File: src/rtl/fila_prioridade_ctrl_pkg.sv
// Shared encodings for the priority-queue front end: call categories and FSM states.
// Pure declarations; no timing or flow-control behaviour of its own.
package fila_pkg;

    typedef logic [1:0] cat_t;

    localparam cat_t CAT_NONE = 2'b00;
    localparam cat_t CAT_T    = 2'b01;
    localparam cat_t CAT_C    = 2'b10;
    localparam cat_t CAT_A    = 2'b11;

    typedef enum logic {
        ST_IDLE = 1'b0,
        ST_CALL = 1'b1
    } state_t;

endpackage

File: src/rtl/fila_prioridade_ctrl_if.sv
// Arrival, call-request and call-display signals of the queue front end.
// The display holds off a presented call by withholding ack.
interface fila_prioridade_ctrl_if #(
    parameter int NUM_W = 8
);
    import fila_pkg::*;

    logic             T_in;
    logic             C_in;
    logic             A_in;
    logic             next;
    logic             ack;
    logic             T;
    logic             C;
    logic             A;
    logic             call_valid;
    cat_t             call_cat;
    logic [NUM_W-1:0] call_num;
    logic             drop;

    modport master (
        output T_in, C_in, A_in, next, ack,
        input  T, C, A, call_valid, call_cat, call_num, drop
    );

    modport slave (
        input  T_in, C_in, A_in, next, ack,
        output T, C, A, call_valid, call_cat, call_num, drop
    );

endinterface

File: src/rtl/fila_prioridade_ctrl_contador_cat.sv
// Per-category ticket bookkeeping: issue/serve/wait counters, full check, nonempty flag.
// Flag updates one cycle after arrive/serve; arrivals seen while full are refused, never queued.
module fila_contador_cat #(
    parameter int MAX_WAIT = 15,
    parameter int NUM_W    = 8
) (
    input  logic             clk,
    input  logic             rst,
    input  logic             arrive,
    input  logic             serve,
    output logic [NUM_W-1:0] head_num,
    output logic             nonempty,
    output logic             full
);

    logic [NUM_W-1:0] issue_cnt;
    logic [NUM_W-1:0] serve_cnt;
    logic [7:0]       wait_cnt;
    logic [7:0]       wait_nxt;
    logic             accept;

    assign full     = (wait_cnt == 8'(MAX_WAIT));
    assign accept   = arrive && !full;
    assign head_num = serve_cnt;

    // Arrival and service in the same cycle cancel out.
    always_comb begin
        wait_nxt = wait_cnt;
        case ({accept, serve})
            2'b10:   wait_nxt = wait_cnt + 8'd1;
            2'b01:   wait_nxt = wait_cnt - 8'd1;
            default: wait_nxt = wait_cnt;
        endcase
    end

    always_ff @(posedge clk) begin
        if (rst) begin
            issue_cnt <= '0;
            serve_cnt <= '0;
            wait_cnt  <= '0;
            nonempty  <= 1'b0;
        end else begin
            if (accept) issue_cnt <= issue_cnt + 1'b1;
            if (serve)  serve_cnt <= serve_cnt + 1'b1;
            wait_cnt <= wait_nxt;
            nonempty <= (wait_nxt != 8'd0);
        end
    end

endmodule

File: src/rtl/fila_prioridade_ctrl.sv
// Priority-queue front end: counts arrivals, arbitrates T > C > A, presents calls to the display.
// next->call_valid 1 cycle; call held until ack, next ignored while a call is outstanding.
module fila_prioridade_ctrl
    import fila_pkg::*;
#(
    parameter int MAX_WAIT = 15,
    parameter int NUM_W    = 8
) (
    input logic                 clk,
    input logic                 rst,
    fila_prioridade_ctrl_if.slave bus
);

    logic [2:0]       arrive;
    logic [2:0]       serve;
    logic [2:0]       nonempty;
    logic [2:0]       full;
    logic [NUM_W-1:0] head_t, head_c, head_a;

    state_t           state, state_nxt;
    cat_t             sel_cat;
    logic [NUM_W-1:0] sel_num;
    logic             load;
    cat_t             call_cat_q;
    logic [NUM_W-1:0] call_num_q;
    logic             drop_q;

    assign arrive = {bus.A_in, bus.C_in, bus.T_in};

    fila_contador_cat #(.MAX_WAIT(MAX_WAIT), .NUM_W(NUM_W)) u_cat_t (
        .clk(clk), .rst(rst), .arrive(arrive[0]), .serve(serve[0]),
        .head_num(head_t), .nonempty(nonempty[0]), .full(full[0])
    );

    fila_contador_cat #(.MAX_WAIT(MAX_WAIT), .NUM_W(NUM_W)) u_cat_c (
        .clk(clk), .rst(rst), .arrive(arrive[1]), .serve(serve[1]),
        .head_num(head_c), .nonempty(nonempty[1]), .full(full[1])
    );

    fila_contador_cat #(.MAX_WAIT(MAX_WAIT), .NUM_W(NUM_W)) u_cat_a (
        .clk(clk), .rst(rst), .arrive(arrive[2]), .serve(serve[2]),
        .head_num(head_a), .nonempty(nonempty[2]), .full(full[2])
    );

    // Registered nonempty flags mirror pre-edge wait counts, so same-cycle arrivals are not eligible.
    always_comb begin
        sel_cat = CAT_NONE;
        sel_num = '0;
        if (nonempty[0]) begin
            sel_cat = CAT_T;
            sel_num = head_t;
        end else if (nonempty[1]) begin
            sel_cat = CAT_C;
            sel_num = head_c;
        end else if (nonempty[2]) begin
            sel_cat = CAT_A;
            sel_num = head_a;
        end
    end

    always_comb begin
        state_nxt = state;
        load      = 1'b0;
        serve     = 3'b000;
        case (state)
            ST_IDLE: begin
                if (bus.next && (sel_cat != CAT_NONE)) begin
                    load      = 1'b1;
                    serve     = {sel_cat == CAT_A, sel_cat == CAT_C, sel_cat == CAT_T};
                    state_nxt = ST_CALL;
                end
            end
            ST_CALL: begin
                if (bus.ack) state_nxt = ST_IDLE;
            end
            default: state_nxt = ST_IDLE;
        endcase
    end

    always_ff @(posedge clk) begin
        if (rst) begin
            state      <= ST_IDLE;
            call_cat_q <= CAT_NONE;
            call_num_q <= '0;
            drop_q     <= 1'b0;
        end else begin
            state  <= state_nxt;
            drop_q <= |(arrive & full);
            if (load) begin
                call_cat_q <= sel_cat;
                call_num_q <= sel_num;
            end
        end
    end

    assign bus.T          = nonempty[0];
    assign bus.C          = nonempty[1];
    assign bus.A          = nonempty[2];
    assign bus.call_valid = (state == ST_CALL);
    assign bus.call_cat   = call_cat_q;
    assign bus.call_num   = call_num_q;
    assign bus.drop       = drop_q;

endmodule
File: src/flat_wrapper.sv
// flat-port wrapper written by rule: the top's interface ports become plain ports
module fila_prioridade_ctrl_flat import fila_pkg::*;
#(
    parameter int MAX_WAIT = 15,
    parameter int NUM_W    = 8
)
  (clk, rst, bus_T_in, bus_C_in, bus_A_in, bus_next, bus_ack, bus_T, bus_C, bus_A, bus_call_valid, bus_call_cat, bus_call_num, bus_drop);
  fila_prioridade_ctrl_if #(.NUM_W(NUM_W)) bus_i ();
  input logic clk;
  input logic rst;
  input wire logic [$bits(bus_i.T_in)-1:0] bus_T_in;
  input wire logic [$bits(bus_i.C_in)-1:0] bus_C_in;
  input wire logic [$bits(bus_i.A_in)-1:0] bus_A_in;
  input wire logic [$bits(bus_i.next)-1:0] bus_next;
  input wire logic [$bits(bus_i.ack)-1:0] bus_ack;
  output wire logic [$bits(bus_i.T)-1:0] bus_T;
  output wire logic [$bits(bus_i.C)-1:0] bus_C;
  output wire logic [$bits(bus_i.A)-1:0] bus_A;
  output wire logic [$bits(bus_i.call_valid)-1:0] bus_call_valid;
  output wire logic [$bits(bus_i.call_cat)-1:0] bus_call_cat;
  output wire logic [$bits(bus_i.call_num)-1:0] bus_call_num;
  output wire logic [$bits(bus_i.drop)-1:0] bus_drop;
  assign bus_i.T_in = bus_T_in;
  assign bus_i.C_in = bus_C_in;
  assign bus_i.A_in = bus_A_in;
  assign bus_i.next = bus_next;
  assign bus_i.ack = bus_ack;
  assign bus_T = bus_i.T;
  assign bus_C = bus_i.C;
  assign bus_A = bus_i.A;
  assign bus_call_valid = bus_i.call_valid;
  assign bus_call_cat = bus_i.call_cat;
  assign bus_call_num = bus_i.call_num;
  assign bus_drop = bus_i.drop;
  fila_prioridade_ctrl #(.MAX_WAIT(MAX_WAIT), .NUM_W(NUM_W)) u_core (.clk(clk), .rst(rst), .bus(bus_i));
endmodule
File: config.mk
export PLATFORM = sky130hd
export DESIGN_NAME = fila_prioridade_ctrl_flat
export DESIGN_NICKNAME = d
export VERILOG_FILES = /design/src/rtl/fila_prioridade_ctrl_pkg.sv /design/src/rtl/fila_prioridade_ctrl_if.sv /design/src/rtl/fila_prioridade_ctrl_contador_cat.sv /design/src/rtl/fila_prioridade_ctrl.sv /design/src/flat_wrapper.sv
export SDC_FILE = /design/constraint.sdc
export NUM_CORES = 1
export LEC_CHECK = 0
export ABC_AREA = 0
export CAP_MARGIN = 0
export CORE_MARGIN = 2
export CORE_UTILIZATION = 30
export CTS_CLUSTER_SIZE = 40
export DETAILED_ROUTE_END_ITERATION = 8
export SLEW_MARGIN = 20
export SYNTH_ARGS = -nofsm -noshare
export SYNTH_HDL_FRONTEND = slang
export SYNTH_HIERARCHICAL = 1
export SYNTH_SLANG_ARGS = --single-unit
export TNS_END_PERCENT = 100
File: constraint.sdc
create_clock -name clk -period 3.65 [get_ports clk]
set_input_delay 0.5475 -clock clk [delete_from_list [all_inputs] [get_ports clk]]
set_output_delay 0.5475 -clock clk [all_outputs]
set_load 0.01 [all_outputs]
Word-level counts from Yosys, hierarchy flattened --
Index checks and enable logic that the tools add are counted.
Storage, ports and cells: word-level logic and storage cells 63, bits in latches 0, memory bits (read-only) 0, register bits 63, memories 0, bits in writable memories 0
Operators by class: $mul 0, div/mod/pow operators 0, $add $sub $neg 9, $lt $le $gt $ge 0, bitwise logic cells 2, muxes and demuxes 15, equality and inequality tests 12, reduce and logical (&&, ||, !) cells 12, shifts and indexed selects 0
Operators by type and width (count):
- $add 8x1->8 const B | 6
- $pmux 8 s2 | 3
- $eq 8x4->1 const B | 3
- $mux 8 | 3
- $reduce_bool 8->1 | 3
- $sub 8x1->8 const B | 3
- $eq 2x2->1 const B | 5
- $eq 2x1->1 const B | 4
- $mux 2 | 3
- $mux 3 | 2
- $logic_and 1x1->1 | 4
- $and 3x3->3 | 1
- $logic_not 1->1 | 3
- $mux 1 | 3
- $reduce_or 3->1 | 1
- $pmux 1 s2 | 1
- $reduce_bool 2->1 | 1
- $not 1->1 | 1

Depth between registers and ports, before layout --
Gate-level depths: netlist of the first run.
depth in word-level cells 10, mapped depth 13, gate-level depth less buffers 12

Modules after synthesis --
Netlist of the first run, hierarchy kept.
Modules (own cells, without submodules):
- fila_contador_cat (u_core.u_cat_c ...) | area an instance 1053.5 um^2, times used 2, seq. area each 340.3 um^2, cells each 124
- fila_contador_cat (u_core.u_cat_a) | area an instance 1012.2 um^2, times used 1, seq. area each 340.3 um^2, cells each 121
- fila_prioridade_ctrl | area an instance 673.1 um^2, times used 1, seq. area each 240.2 um^2, cells each 77

Worst setup path before layout of the first run --
OpenSTA, ideal clock, no wires.
path type register -> register, start register u_core.u_cat_a.wait_cnt[0], end register u_core.u_cat_a.nonempty, path buffers 1, clock period less this slack 2.859 ns, cell stages (with the launch flop) 13, path slack 0.791 ns, data arrival time 2.785 ns, cells stage by stage dfxtp_1 > clkbuf_1 > nand4b_1 > nor4b_1 > nand2b_1 > ha_1 > ha_1 > or3_1 > a31oi_1 > o21bai_2 > xnor2_1 > o32a_1 > a31oi_1
Between the ends: word-level cells in the longest chain between the ends 6
Ends and longest elaborated chain:
- from (decl) | RTL line fila_prioridade_ctrl_contador_cat.sv:18 | logic [7:0] wait_cnt;
- from (signal assigned) | RTL line fila_prioridade_ctrl_contador_cat.sv:45 | wait_cnt <= wait_nxt;
- $eq 8x4->1 (*) | RTL line fila_prioridade_ctrl_contador_cat.sv:22 | assign full = (wait_cnt == 8'(MAX_WAIT));
- named net u_core.full[2] | RTL line fila_prioridade_ctrl.sv:17 | logic [2:0] full;
- $logic_not 1->1 (*) | RTL line fila_prioridade_ctrl_contador_cat.sv:23 | assign accept = arrive && !full;
- $logic_and 1x1->1 (*) | RTL line fila_prioridade_ctrl_contador_cat.sv:23
- $eq 2x1->1 or $eq 2x2->1 (tied branches) | RTL line fila_prioridade_ctrl_contador_cat.sv:29 | case ({accept, serve})
- $pmux 8 s2 (*) | RTL line fila_prioridade_ctrl_contador_cat.sv:29
- $reduce_bool 8->1 (*) | RTL line fila_prioridade_ctrl_contador_cat.sv:46 | nonempty <= (wait_nxt != 8'd0);
- to (signal assigned) | RTL line fila_prioridade_ctrl_contador_cat.sv:46
- to (decl) | RTL line fila_prioridade_ctrl_contador_cat.sv:12 | output logic nonempty,
Mark *: on every way through the listed nets, which the timed path passes. The rest lies on a longest branch. A chain may end at the register's enable or synchronous reset.

Final worst setup path of the first run --
start register u_core.u_cat_t.wait_cnt[0], end register u_core.u_cat_t.nonempty
Between the ends: word-level cells in the longest chain between the ends 6
Ends and longest elaborated chain (RTL line):
- from (decl) | fila_prioridade_ctrl_contador_cat.sv:18
- from (signal assigned) | fila_prioridade_ctrl_contador_cat.sv:45
- $eq 8x4->1 (*) | fila_prioridade_ctrl_contador_cat.sv:22
- named net u_core.full[0] | fila_prioridade_ctrl.sv:17
- $logic_not 1->1 (*) | fila_prioridade_ctrl_contador_cat.sv:23
- $logic_and 1x1->1 (*) | fila_prioridade_ctrl_contador_cat.sv:23
- $eq 2x1->1 or $eq 2x2->1 (tied branches) | fila_prioridade_ctrl_contador_cat.sv:29
- $pmux 8 s2 (*) | fila_prioridade_ctrl_contador_cat.sv:29
- $reduce_bool 8->1 (*) | fila_prioridade_ctrl_contador_cat.sv:46
- to (signal assigned) | fila_prioridade_ctrl_contador_cat.sv:46
- to (decl) | fila_prioridade_ctrl_contador_cat.sv:12
Marks and branches as above.

==> results of run 1 <==
==> per-layer routing <==
layer,GRT usage [%],wire length (µm),vias to the layer above,part of all wire (%)
met3,2.80,315,13,3.7
met2,23.1,4040,69,47
met1,17.5,4090,1537,48
met4,5.32,165,0,1.9
li1,-,-,1633,-
met5,0,0,-,0
==> worst paths after layout <==
path                              start  cells past startpoint                 endpoint
min              u_core/bus.call_num[5]                      2   u_core/bus.call_num[5]
max          u_core/u_cat_t/wait_cnt[0]                     12  u_core/u_cat_t/nonempty
max reg2reg  u_core/u_cat_t/wait_cnt[0]                     12  u_core/u_cat_t/nonempty
min reg2reg      u_core/bus.call_num[5]                      2   u_core/bus.call_num[5]
==> worst reg2reg max path: cells and delay by family, from the launching register on <==
kind            cells  cell delay [ns]
compound gates      4             0.61
simple gates        4             0.85
fa+ha+maj           2             0.85
xor+xnor            1             0.16
buf+inv             1             0.17
flops               1             0.48
==> Yosys cell counts, drive strengths merged (2+ instances only) <==
cell type	number	share of area (%)
nor4b	3	0.69
mux2i	6	1.6
nor4	2	0.33
and3	6	0.99
nand4b	3	0.69
nor2b	4	1.1
o221ai	4	0.92
o41ai	3	0.69
or3	9	1.5
a31oi	4	0.66
o21ai	20	2.8
o22ai	3	0.49
a221oi	8	2.0
a21o	3	0.59
o21a	7	1.4
a21oi	35	5.0
ha	24	7.9
nand2	33	3.3
dfxtp	63	33
o31ai	6	1.8
o31a	3	0.73
o21bai	3	0.69
fa	3	1.6
nand2b	5	0.82
xor2	18	4.2
xnor2	10	2.3
nor2	63	6.2
a211o	8	1.8
or4	2	0.40
a211oi	9	2.4
inv	22	2.2
nand4	12	2.0
nor3	8	1.1
nor3b	2	0.40
clkbuf	15	1.8
buf	8	1.8
or2	4	0.66
==> area by class of cell <==
class	instances	area [µm²]
fill	1278	7970
clock inverter	6	116
inverter	22	82.6
sequential	63	1260
timing repair buffer	30	275
clock buffer	10	239
multi-input combinational	338	2310
tap	172	215
==> cells by family (layout without fill, tap and decap cells) <==
| family | after synthesis | count (layout) | share of synthesized area [%] |
|---|---|---|---|
| fa+ha+maj | 27 | 27 | 9.50 |
| mux | 6 | 6 | 1.58 |
| xor+xnor | 28 | 28 | 6.47 |
| compound gates | 118 | 118 | 22.7 |
| buf+inv | 45 | 68 | 5.87 |
| flops | 63 | 63 | 33.3 |
| simple gates | 159 | 159 | 20.7 |
==> where the power goes <==
part / switching [µW] / internal [µW]
logic: 247 / 198
clock network: 331 / 690
registers: 60.9 / 738
==> sequential cells by signal, summed over array words and instances (netlist names), 2 cells and up <==
signal                   cells
u_core/u_cat_t/head_num      8
u_core/bus.call_cat          2
u_core/bus.call_num          8
u_core/u_cat_c/head_num      8
u_core/u_cat_t/wait_cnt      8
u_core/u_cat_c/wait_cnt      8
u_core/u_cat_a/head_num      8
u_core/u_cat_a/wait_cnt      8
==> metrics by stage <==
stage	cell area (µm²)	setup slack [ns]	hold slack, ns
floorplan	3790	0.791	0.449
finish	4500	0.383	0.452
global route	4500	0.0698	0.483
detailed placement	4140	0.129	0.446
global placement	4140	0.138	0.444
CTS	4500	0.351	0.455
==> run_results.csv, run 1 <==
group,metric,value,unit
run_status,status,"completed",
timing,setup_viol,0,
timing,skew,0.00937,ns
timing,rsz0062_at_grt,"no",
timing,fmaxAchievable,306,MHz
clock_tree,postCtsHoldBufs,0,
drt,routed_wl,8610,µm
synthesis,yosysWarnings,6,
clock_tree,cts_root_buffer,"clkbuf_16",
global_routing,antenna_found_initial,0,
clock_tree,numCtsBuffers,9,
placement,dp_cells,625,
timing,finalHoldViolations,0,
synthesis,synth_cells,446,
worst_setup_path,cp_max_fo,10,
timing,maxSlewViolCount,0,
clock_tree,cts_tree,"yes",
final_layout,finalNonFillerCells,641,
die,num_rows,41,
worst_hold_path,hp-class,"flip-flop to flip-flop",
global_routing,gr-usage-all-layers,13.8,%
timing,fin_setup_tns,0,ns
synthesis,syn-cell-area,0.00379,mm²
drt,dr.pass1.iters,4,
power_and_ir_drop,p_total,2270,µW
final_layout,drive_above_1_share,9.17,%
worst_setup_path,worstSetupPathType,"flip-flop to flip-flop",
drt,drt_iter0_drc,240,
drt,vias_per_cell,5.07,
worst_setup_path,end_kind,"flip-flop",
final_layout,diodes,0,
timing,period_needed,3.27,ns
worst_setup_path,arrival,3.44,ns
synthesis,synth_edf_count,0,
power_and_ir_drop,peakVddDrop,209,µV
final_layout,layout.nets,498,
drt,vias,3252,
worst_setup_path,required,3.82,ns
placement,place_congestion,0.867,
worst_setup_path,cp_top_family,"simple AND/OR/NAND/NOR gates",
global_routing,grt_pass1_wl,14900,µm
final_layout,syn2layout_area_growth,18.6,%
worst_setup_path,cp-start-kind,"flip-flop",
synthesis,synth_ff_type,"dfxtp_1",
placement,dp_hpwl,6080,µm
power_and_ir_drop,p_leak,0.00168,µW
placement,numPortBuffers,21,
synthesis,synth_cell_type_count,57,
die,io_pins,22,
die,core-area,0.0125,mm²
global_routing,grt_overflow_total,0,
clock_tree,cts.sinks,63,
clock_tree,clockBufferDepth,2,
synthesis,ys_seq_area_share,33.3,%
timing,slew_headroom,54.0,%
timing,tightest_slew,0.690,ns
clock_tree,htreeDepth,3,
synthesis,synth_async_sr_flop_share,0,%
drt,wl_per_cell,13.4,µm
clock_tree,cts-resized-gates,0,
worst_setup_path,crit_slowest_cell,"dfxtp_1",
worst_setup_path,cpPeakStageDelay,0.48,ns
die,die_w,116,µm
final_layout,final_core_util,36.1,%
clock_tree,cts_setup_buffers,0,
worst_setup_path,path_cells,"nand4b_1, nor4b_1, nand2b_1, ha_1, inv_1, fa_1, nor2b_4, o31a_1, o22ai_1, xnor2_1, o31ai_2, a31oi_1",
synthesis,ys_ff_latch,63,
drt,ant_nets,0,
timing,post-route-period-util,89.5,%
die,die_area,0.0136,mm²
drt,drcViolationCount,0,
final_layout,most-common-layout-cells,"nor2_1, dfxtp_1, nand2_1",
worst_setup_path,reg2reg_slack,0.38,ns
synthesis,syn_nets,480,
clock_tree,clkTransAtPathRegs,0.06,ns
job,cap_violations,0,
die,chipHeight,116,µm
global_routing,grt_max_degree,64,
synthesis,syn_avg_cell_area,8.50,µm²
power_and_ir_drop,power.density,504,mW/mm²
worst_setup_path,worst-path-buf-inv,1,
global_routing,first_global_vias,3148,
clock_tree,insertion_delay,0.33,ns
die,initial_core_util,30.4,%
(Power assumes the default switching activity.)
==> inputs of run 2 (changes only) <==
--- a/config.mk
+++ b/config.mk
@@ -11,9 +11,9 @@
 export CORE_UTILIZATION = 30
 export CTS_CLUSTER_SIZE = 40
 export DETAILED_ROUTE_END_ITERATION = 8
+export PLACE_DENSITY_LB_ADDON = 0.1
 export SLEW_MARGIN = 20
 export SYNTH_ARGS = -nofsm -noshare
 export SYNTH_HDL_FRONTEND = slang
-export SYNTH_HIERARCHICAL = 1
 export SYNTH_SLANG_ARGS = --single-unit
 export TNS_END_PERCENT = 100
==> run_results.csv, run 2 <==
group,metric,value,unit
final_layout,layout.nets,537,
synthesis,syn_nets,503,
power_and_ir_drop,pwr-share-clk,41.4,%
power_and_ir_drop,peakVddDrop,183,µV
clock_tree,numCtsBuffers,9,
synthesis,yosys.area.top_type,"dfxtp_1",
synthesis,synth_cell_type_count,56,
final_layout,regArea,0.00126,mm²
synthesis,ys_ff_latch,63,
die,core-area,0.0125,mm²
final_layout,drive_above_1_share,10.4,%
timing,finalHoldViolations,0,
power_and_ir_drop,internal_power,1590,µW
drt,ant_nets,0,
global_routing,grt_overflow_total,0,
global_routing,grt_pass1_wl,15100,µm
timing,fmaxAchievable,301,MHz
clock_tree,clkTransAtPathRegs,0.05,ns
worst_setup_path,cpPeakStageDelay,0.55,ns
final_layout,syn2layout_area_growth,22.0,%
power_and_ir_drop,power.switching,641,µW
timing,rsz0062_at_grt,"no",
die,chipHeight,117,µm
worst_hold_path,min_path_cells,2,
synthesis,post-synth-top-count-cell,"nor2_1",
timing,maxSlewViolCount,0,
die,io_pins,22,
drt,wl_per_cell,13.0,µm
synthesis,synth_async_sr_flop_share,0,%
drt,vias_per_cell,4.83,
synthesis,synth_common_cells,"nor2_1, dfxtp_1, nand2_1",
placement,dp_hpwl,6550,µm
worst_setup_path,end_kind,"flip-flop",
synthesis,synth_cells,469,
clock_tree,cts_tree,"yes",
synthesis,synth_ff_type,"dfxtp_1",
die,die_area,0.0137,mm²
synthesis,syn_avg_cell_area,8.17,µm²
worst_setup_path,arrival,3.50,ns
synthesis,netlist_top_cells_area,"dfxtp_1, nor2_1, ha_1",
worst_setup_path,ff2ff_path_depth,13,
timing,tightest_slew,0.822,ns
placement,numPortBuffers,21,
worst_setup_path,cp.depth,13,
timing,skew,0.00764,ns
worst_setup_path,path_cells,"inv_1, or4_1, o21ai_0, ha_1, inv_1, fa_1, nand2b_1, nand2b_1, a21oi_1, xnor2_1, a2111oi_1, buf_4, a31oi_1",
timing,setup_viol,0,
clock_tree,cts_setup_buffers,0,
timing,post-route-period-util,91.0,%
die,initial_core_util,30.6,%
synthesis,yosysWarnings,0,
die,die_w,117,µm
timing,period_needed,3.32,ns
global_routing,gr-usage-all-layers,14.0,%
clock_tree,cts.sinks,63,
timing,slew_headroom,45.2,%
drt,drt_iter0_drc,104,
timing,whs,0.495,ns
final_layout,finalNonFillerCells,680,
worst_setup_path,cp-start-kind,"flip-flop",
power_and_ir_drop,seqPwrFrac,36.0,%
drt,routed_wl,8840,µm
global_routing,antenna_found_initial,0,
global_routing,grt_max_degree,44,
final_layout,fillCellCount,1347,
job,cap_violations,0,
clock_tree,postCtsHoldBufs,0,
clock_tree,cts-resized-gates,0,
clock_tree,clockBufferDepth,2,
synthesis,synth_edf_count,0,
final_layout,multiInputGateArea,0.00242,mm²
clock_tree,insertion_delay,0.33,ns
worst_setup_path,cp_max_fo,3,
drt,dr.pass1.iters,4,
drt,vias,3283,
clock_tree,cts_root_buffer,"clkbuf_16",
final_layout,diodes,0,
clock_tree,htreeDepth,3,
global_routing,first_global_vias,3193,
worst_setup_path,cp_top_family,"simple AND/OR/NAND/NOR gates",
synthesis,ys_seq_area_share,32.9,%
final_layout,final_common_cell,"nor2_1",
worst_setup_path,required,3.83,ns
worst_setup_path,worstSetupPathType,"flip-flop to flip-flop",
power_and_ir_drop,p_leak,0.00185,µW
worst_setup_path,worst-path-buf-inv,3,
power_and_ir_drop,comb_power_share,22.6,%
power_and_ir_drop,switching_share,28.7,%
placement,place_congestion,0.800,
placement,dp_cells,664,
synthesis,yosysTopAreaCellShare,32.9,%
synthesis,syn-cell-area,0.00383,mm²
final_layout,most-common-layout-cells,"nor2_1, dfxtp_1, nand2_1",
die,num_rows,41,
drt,drcViolationCount,0,
timing,fin_setup_tns,0,ns
power_and_ir_drop,power.density,477,mW/mm²
worst_hold_path,hp-class,"flip-flop to flip-flop",
run_status,status,"completed",
worst_setup_path,crit_slowest_cell,"or4_1",
-- run 2: changes by cell type after synthesis, sizes merged, moves of 7 or more --
cell    delta
inv        -9
nor2      +18
a211o      -8
or3        -7
a221oi     -7
-- run 2: cell type report --
class / count / share of cell area, %
timing repair buffer: 47 / 8.57
sequential: 63 / 27.0
tap: 172 / 4.61
clock buffer: 11 / 5.20
multi-input combinational: 369 / 51.8
inverter: 13 / 1.04
clock inverter: 5 / 1.74
-- run 2: power groups by stage --
| stage | clock network (µW) | logic, µW | registers (µW) |
|---|---|---|---|
| final | 923 | 503 | 802 |
| after global routing | 986 | 568 | 812 |
| after CTS | 955 | 508 | 803 |
| after floorplan | 0 | 356 | 791 |
| after global placement | 0 | 508 | 818 |
| after detailed placement | 0 | 504 | 816 |
-- run 2: per-layer routing --
| layer | GRT usage (%) | wire [µm] | share of wire [%] |
|---|---|---|---|
| met3 | 3.40 | 341 | 3.9 |
| met2 | 21.8 | 3850 | 44 |
| met1 | 18.9 | 4550 | 52 |
| met4 | 5.02 | 95 | 1.1 |
| met5 | 0 | 0 | 0 |
-- run 2: through the flow --
| step | power (µW) | util, % | worst slack [ns] | instance area [µm²] |
|---|---|---|---|---|
| 2_1_floorplan | 1150 | - | 0.399 | 3830 |
| 3_3_place_gp | 1330 | 34.7 | -0.0301 | 4350 |
| 3_5_place_dp | 1320 | 34.7 | -0.0132 | 4350 |
| 4_1_cts | 2270 | 37.3 | 0.171 | 4670 |
| 5_1_grt | 2370 | 37.3 | 0.0519 | 4670 |
| 6_report | 2230 | 37.3 | 0.330 | 4670 |
-- run 2: logic make-up (layout without fill, tap and decap cells) --
logic type                 after synthesis  after routing  synth area share (%)
DFF                                     63             63                  32.9
muxes                                   12             12                  3.14
adders and majority gates               27             27                  9.41
and+or+nand+nor                        186            186                  23.6
xor gates and xnor gates                32             32                  7.32
buffers and inverters                   37             76                  3.85
AOI/OAI and AO/OA                      112            112                  19.8
-- run 2: tightest hold or removal path, cell delays in order (launching register included) --
cell and delay (ns):
dfxtp_1 0.33, mux2i_1 0.07, nor2_1 0.07
-- run 2: final timing paths --
kind	to	from	slack [ns]
max	u_core.u_cat_t.nonempty	u_core.u_cat_t.wait_cnt[1]	0.33
min	u_core.bus.call_num[6]	u_core.bus.call_num[6]	0.49
max reg2reg	u_core.u_cat_t.nonempty	u_core.u_cat_t.wait_cnt[1]	0.33
min reg2reg	u_core.bus.call_num[6]	u_core.bus.call_num[6]	0.49
==> inputs of run 3 (changes only) <==
--- a/config.mk
+++ b/config.mk
@@ -11,7 +11,9 @@
 export CORE_UTILIZATION = 30
 export CTS_CLUSTER_SIZE = 40
 export DETAILED_ROUTE_END_ITERATION = 8
+export HOLD_SLACK_MARGIN = 0.03
 export PLACE_DENSITY_LB_ADDON = 0.1
+export SKIP_LAST_GASP = 1
 export SLEW_MARGIN = 20
 export SYNTH_ARGS = -nofsm -noshare
 export SYNTH_HDL_FRONTEND = slang
==> results of run 3 <==
The final DEF is identical to that of run 2; final timing and power are the same.
